===== src/rtl/uart_tx_engine.sv =====
// UART transmitter: pops bytes from the TX FIFO and serialises them 8N1 at CLKS_PER_BIT clocks per bit.
// Define UART_TX_PARITY_EN to insert one even-parity bit between data bit 7 and the stop bit.
module uart_tx_engine #(
  parameter int CLKS_PER_BIT = 868,
  parameter int CNT_BITS     = $clog2(CLKS_PER_BIT)
) (
  input  logic       clk,
  input  logic       rst,
  input  logic       tx_enable,
  input  logic       empty,
  input  logic [7:0] rd_data,
  output logic       rd_en,
  output logic       tx,
  output logic       busy
);

  localparam logic [CNT_BITS-1:0] CNT_LAST = CNT_BITS'(CLKS_PER_BIT - 1);

`ifdef UART_TX_PARITY_EN
  typedef enum logic [2:0] {IDLE, FETCH, START, DATA, PARITY, STOP} state_t;
`else
  typedef enum logic [2:0] {IDLE, FETCH, START, DATA, STOP} state_t;
`endif

  state_t              state_reg;
  logic [7:0]          shift_reg;
  logic [CNT_BITS-1:0] cnt_reg;
  logic [2:0]          bit_idx_reg;
  logic                tx_reg;
  logic                busy_reg;
`ifdef UART_TX_PARITY_EN
  logic                parity_reg;
`endif

  logic bit_done;

  assign bit_done = (cnt_reg == CNT_LAST);

  // Pop only from IDLE; qualifying with rst keeps the strobe low while reset is held.
  assign rd_en = rst && (state_reg == IDLE) && !empty && tx_enable;

  assign tx   = tx_reg;
  assign busy = busy_reg;

  // tx_reg is loaded with the level of the state being entered, so the line
  // changes on the same edge as the state and stays glitch-free.
  always_ff @(posedge clk) begin
    if (!rst) begin
      state_reg   <= IDLE;
      shift_reg   <= '0;
      cnt_reg     <= '0;
      bit_idx_reg <= '0;
      tx_reg      <= 1'b1;
      busy_reg    <= 1'b0;
`ifdef UART_TX_PARITY_EN
      parity_reg  <= 1'b0;
`endif
    end else begin
      case (state_reg)
        IDLE: begin
          tx_reg <= 1'b1;
          if (rd_en) begin
            state_reg <= FETCH;
            busy_reg  <= 1'b1;
          end
        end

        FETCH: begin
          shift_reg   <= rd_data;
`ifdef UART_TX_PARITY_EN
          parity_reg  <= ^rd_data;
`endif
          cnt_reg     <= '0;
          bit_idx_reg <= '0;
          tx_reg      <= 1'b0;
          state_reg   <= START;
        end

        START: begin
          if (bit_done) begin
            cnt_reg   <= '0;
            tx_reg    <= shift_reg[0];
            state_reg <= DATA;
          end else begin
            cnt_reg <= cnt_reg + 1'b1;
          end
        end

        DATA: begin
          if (bit_done) begin
            cnt_reg   <= '0;
            shift_reg <= {1'b0, shift_reg[7:1]};
            if (bit_idx_reg == 3'd7) begin
`ifdef UART_TX_PARITY_EN
              tx_reg    <= parity_reg;
              state_reg <= PARITY;
`else
              tx_reg    <= 1'b1;
              state_reg <= STOP;
`endif
            end else begin
              bit_idx_reg <= bit_idx_reg + 3'd1;
              // Next bit is shift_reg[1] because the shift lands on this same edge.
              tx_reg      <= shift_reg[1];
            end
          end else begin
            cnt_reg <= cnt_reg + 1'b1;
          end
        end

`ifdef UART_TX_PARITY_EN
        PARITY: begin
          if (bit_done) begin
            cnt_reg   <= '0;
            tx_reg    <= 1'b1;
            state_reg <= STOP;
          end else begin
            cnt_reg <= cnt_reg + 1'b1;
          end
        end
`endif

        STOP: begin
          if (bit_done) begin
            cnt_reg   <= '0;
            tx_reg    <= 1'b1;
            busy_reg  <= 1'b0;
            state_reg <= IDLE;
          end else begin
            cnt_reg <= cnt_reg + 1'b1;
          end
        end

        default: begin
          state_reg <= IDLE;
          tx_reg    <= 1'b1;
          busy_reg  <= 1'b0;
          cnt_reg   <= '0;
        end
      endcase
    end
  end

endmodule


===== config.mk =====
export PLATFORM = sky130hd
export DESIGN_NAME = uart_tx_engine
export DESIGN_NICKNAME = d
export VERILOG_FILES = /design/src/rtl/uart_tx_engine.sv
export SDC_FILE = /design/constraint.sdc
export NUM_CORES = 1
export LEC_CHECK = 0
export CORE_UTILIZATION = 50
export DETAILED_ROUTE_END_ITERATION = 12
export PLACE_DENSITY = 0.75
export REMOVE_ABC_BUFFERS = 1
export SYNTH_ARGS = -nofsm -noshare
export SYNTH_HDL_FRONTEND = slang
export SYNTH_SLANG_ARGS = --single-unit

===== constraint.sdc =====
create_clock -name clk -period 1.8 [get_ports clk]
set_input_delay 0.27 -clock clk [delete_from_list [all_inputs] [get_ports clk]]
set_output_delay 0.27 -clock clk [all_outputs]
set_load 0.01 [all_outputs]

Yosys cells after proc, flatten, opt, wreduce, memory -nomap -nowiden --
Index checks and enable logic that the tools add are counted. W data, S select, Z words.
Storage, ports and cells: register bits after elaboration 26, word-level logic and storage cells 55
Cells by class: $add $sub $neg 2, equality and inequality tests 12, mux-type cells 21, bitwise gates (word level) 1, reduce and logical (&&, ||, !) cells 13
Operators by type and width (count):
- $mux W3 | 7
- $pmux W10 S2 | 1
- $pmux W8 S2 | 1
- $pmux W3 S5 | 1
- $ne A2 B2 Y1 const B | 6
- $add A10 B1 Y10 const B | 1
- $eq A10 B10 Y1 const B | 1
- $mux W10 | 1
- $reduce_and A3 Y1 | 3
- $mux W8 | 1
- $eq A3 B2 Y1 const B | 2
- $eq A3 B3 Y1 const B | 2
- $mux W1 | 6
- $pmux W3 S2 | 1
- $reduce_or A3 Y1 | 2
- $reduce_and A5 Y1 | 1
- $pmux W1 S4 | 1
- $add A3 B1 Y3 const B | 1
- $eq A3 B1 Y1 const B | 1
- $logic_and A1 B1 Y1 | 3
- $logic_not A3 Y1 | 1
- $pmux W1 S3 | 1
- $reduce_and A2 Y1 | 1
- $reduce_bool A2 Y1 | 1
- other kinds (2) | 2

Depth between registers and ports, before layout --
depth in word-level cells 6, depth in mapped cells 7

Worst setup path after synthesis --
OpenSTA, ideal clock, no wires.
path type flip-flop to flip-flop, from register cnt_reg[0], to register shift_reg[0], setup time 0.118 ns, data arrival time 1.617 ns, slack 0.065 ns, stages on the path, launching flop included 8, clock period less this slack 1.735 ns, cells stage by stage dfxtp_1 > ha_1 > nand4b_1 > or3_1 > buf_2 > a21o_1 > buf_6 > mux2i_1
On the way: longest elaborated chain between the ends 3
Ends and longest elaborated chain:
- start: declaration | RTL line 27 | logic [CNT_BITS-1:0] cnt_reg;
- start signal: assignment | RTL line 85 | cnt_reg <= cnt_reg + 1'b1;
- start signal: assignment | RTL line 107 | cnt_reg <= cnt_reg + 1'b1;
- start signal: assignment | RTL line 130 | cnt_reg <= cnt_reg + 1'b1;
- $eq A10 B10 Y1 | RTL line 37 | assign bit_done = (cnt_reg == CNT_LAST);
- $ne A2 B2 Y1 (no source line)
- $reduce_and A2 Y1 (no source line)
- end signal: assignment | RTL line 69 | shift_reg <= rd_data;
- end signal: assignment | RTL line 92 | shift_reg <= {1'b0, shift_reg[7:1]};
- end: declaration | RTL line 26 | logic [7:0] shift_reg;
No other way between the ends. A chain may end at the register's enable or synchronous reset.

Worst setup path after layout --
from register cnt_reg[1], to register shift_reg[3]
The elaborated chain is that of the path after synthesis.

==> impl_metrics.yaml <==
logic_synthesis:
  ys_seq_area_share_pct: 37.04
  yosysTopAreaCellShare_pct: 37.04
  yosys.area.top_type: "dfxtp_1"
  syn_inst: 159
  ys_types: 39
  syn_avg_cell_area_um2: 8.837
  synth_edf_count: 0
  synth_area_leaders: "dfxtp_1, mux2i_1, nor3b_1"
  netlist_area_um2: 1405
  ys_ff_latch: 26
  yosys_warnings: 0
  synthArstFlopShare_pct: 0
  ys.flop_type: "dfxtp_1"
sta:
  rsz0062_at_grt: "no"
  finalSetupViolations: 0
  whs_ns: 0.4755
  period_minus_slack_ns: 1.668
  fin_skew_ns: 0.008086
  tns_ns: 0
  slew_violations: 0
  slew-limit-headroom_pct: 73.80
  hold_viol_final: 0
  min_period_over_period_pct: 92.68
  fmax_mhz: 599.4
  tightest_slew_ns: 0.3918
routing:
  drc: 0
  via_count: 1247
  via_per_inst: 5.882
  ant_nets: 0
  wirelength_um: 3008
  initialDrtViolationCount: 20
  drt-wirelength-per-cell_um: 14.19
  drt_first_pass_iters: 4
clock_network:
  ctsRootBufferMaster: "clkbuf_4"
  cts.clk_slew.worst_paths_ns: 0.13
  cts_buffers: 3
  worstSkewPairLatency_ns: 0.32
  cts.path.max_buffers: 2
  cts_tree: "yes"
  numClockSinks: 26
  htreeDepth: 1
power_and_ir_drop:
  powerDensity_nw_per_um2: 985.9
  leakagePower_nw: 0.6717
  power.total_w: 0.001674
  ir_drop_uv: 725.0
worst_setup_path:
  crit_fanout: 7
  worst_setup_path_end_kind: "flip-flop"
  critical_path_class: "flip-flop to flip-flop"
  crit_path_start: "cnt_reg[1]$_SDFFE_PN0P_"
  arrival_ns: 1.88
  required_ns: 2.01
  critPathLaunchType: "flip-flop"
  timing.rr.start: "cnt_reg[1]$_SDFFE_PN0P_"
die:
  core_area_um2: 2567
  die_h_um: 55.01
  rows: 18
  fp.dieArea_um2: 3026
  pin_count: 15
  initial_utilization_pct: 54.73
  die_w_um: 55.01
grt:
  track_usage_pct: 21.86
  grt_antenna_before_repair: 0
  grt-ovfl-total: 0
  grt_max_degree: 43
  grt_pass1_vias: 1169
  grt_pass1_wl_um: 4761
finish:
  final_cell_area_um2: 1698
  drive_gt1_share_pct: 21.43
  layout_common_cells: "dfxtp_1, nand2_1, buf_4"
  largest_reg_flops: 10
  diodes: 0
  layout_commonest_cell: "dfxtp_1"
  nNetsFinal: 199
  area_growth_pct: 20.84
  post-route-util_pct: 66.13
run:
  cap_violations: 0
run_status:
  status: "complete, no violations"
worst_hold_path:
  hold_start: "shift_reg[3]$_SDFFE_PN0P_"
  hold_path.class: "flip-flop to flip-flop"
place:
  placed_cell_area_um2: 1659
  numPortBuffers: 14
  finalWeightedCongestion: 0.8108
  place_hpwl_um: 2176
-- per-stage QoR --
stage | setup WS [ns] | instances
finish | 0.1318 | 212
global route | 0.03846 | 212
detailed placement | -0.1715 | 208
floorplan | 0.07724 | 146
global placement | -0.09530 | 208
CTS | 0.01053 | 212
-- cell families after synthesis --
| family | count (synthesis) | share of synthesized area [%] |
|---|---|---|
| multiplexers | 17 | 12.73 |
| XOR/XNOR | 10 | 6.233 |
| adder cells (fa/ha/maj) | 3 | 2.672 |
| AO/OA/AOI/OAI | 19 | 9.529 |
| buffers and inverters | 14 | 4.452 |
| AND/OR/NAND/NOR | 70 | 27.34 |
| flip-flops | 26 | 37.04 |
-- area by class of cell --
class	instances	area, um^2
clock buffer	3	22.52
fill	228	869.6
inverter	1	3.754
multi-input combinational	119	835.8
sequential	26	520.5
tap	30	37.54
timing repair buffer	33	277.8
-- layer usage --
layer / part of all wire (%) / track usage [%]
met1: 42 / 24.63
met3: 4.8 / 3.825
met5: 0 / 0
met2: 53 / 40.16
met4: 0.70 / 8.750
-- cells in the mapped netlist, drive strengths merged, types with 2 or more instances --
library cell,n
a21boi,2
a21oi,3
buf,4
clkbuf,9
dfxtp,26
ha,3
mux2,7
mux2i,10
nand2,23
nand3,9
nand4,6
nor2,4
nor3,4
nor3b,13
o211ai,3
o21ai,4
or3,3
xnor2,5
xor2,5
-- path summary, 6_finish.rpt --
check,end,slack [ns],cells past startpoint
min reg2reg,shift_reg[3]$_SDFFE_PN0P_,0.48,2
max,shift_reg[3]$_SDFFE_PN0P_,0.13,5
min,shift_reg[3]$_SDFFE_PN0P_,0.48,2
max reg2reg,shift_reg[3]$_SDFFE_PN0P_,0.13,5
-- where the power goes --
part	internal, W	total [W]	switching, W	leakage [nW]
logic	0.000343	0.000714	0.000371	0.447
clock network	0.0000783	0.000246	0.000168	0.0138
registers	0.000663	0.000713	0.0000499	0.211
total	0.00109	0.00167	0.000589	0.672
-- critical path, stage by stage, from the launching register on --
cell      delay (ns)
dfxtp_1         0.36
ha_1            0.18
nand4b_1        0.14
or3_4           0.43
a21o_2          0.31
mux2i_1         0.14
-- repair_timing --
action	in CTS	in global routing
hold buffers	0	0
resized for setup	2	6
gates cloned	0	0
buffers inserted	1	0
setup endpoints to repair	1	13
No activity file was read; power rests on OpenSTA's default activity.
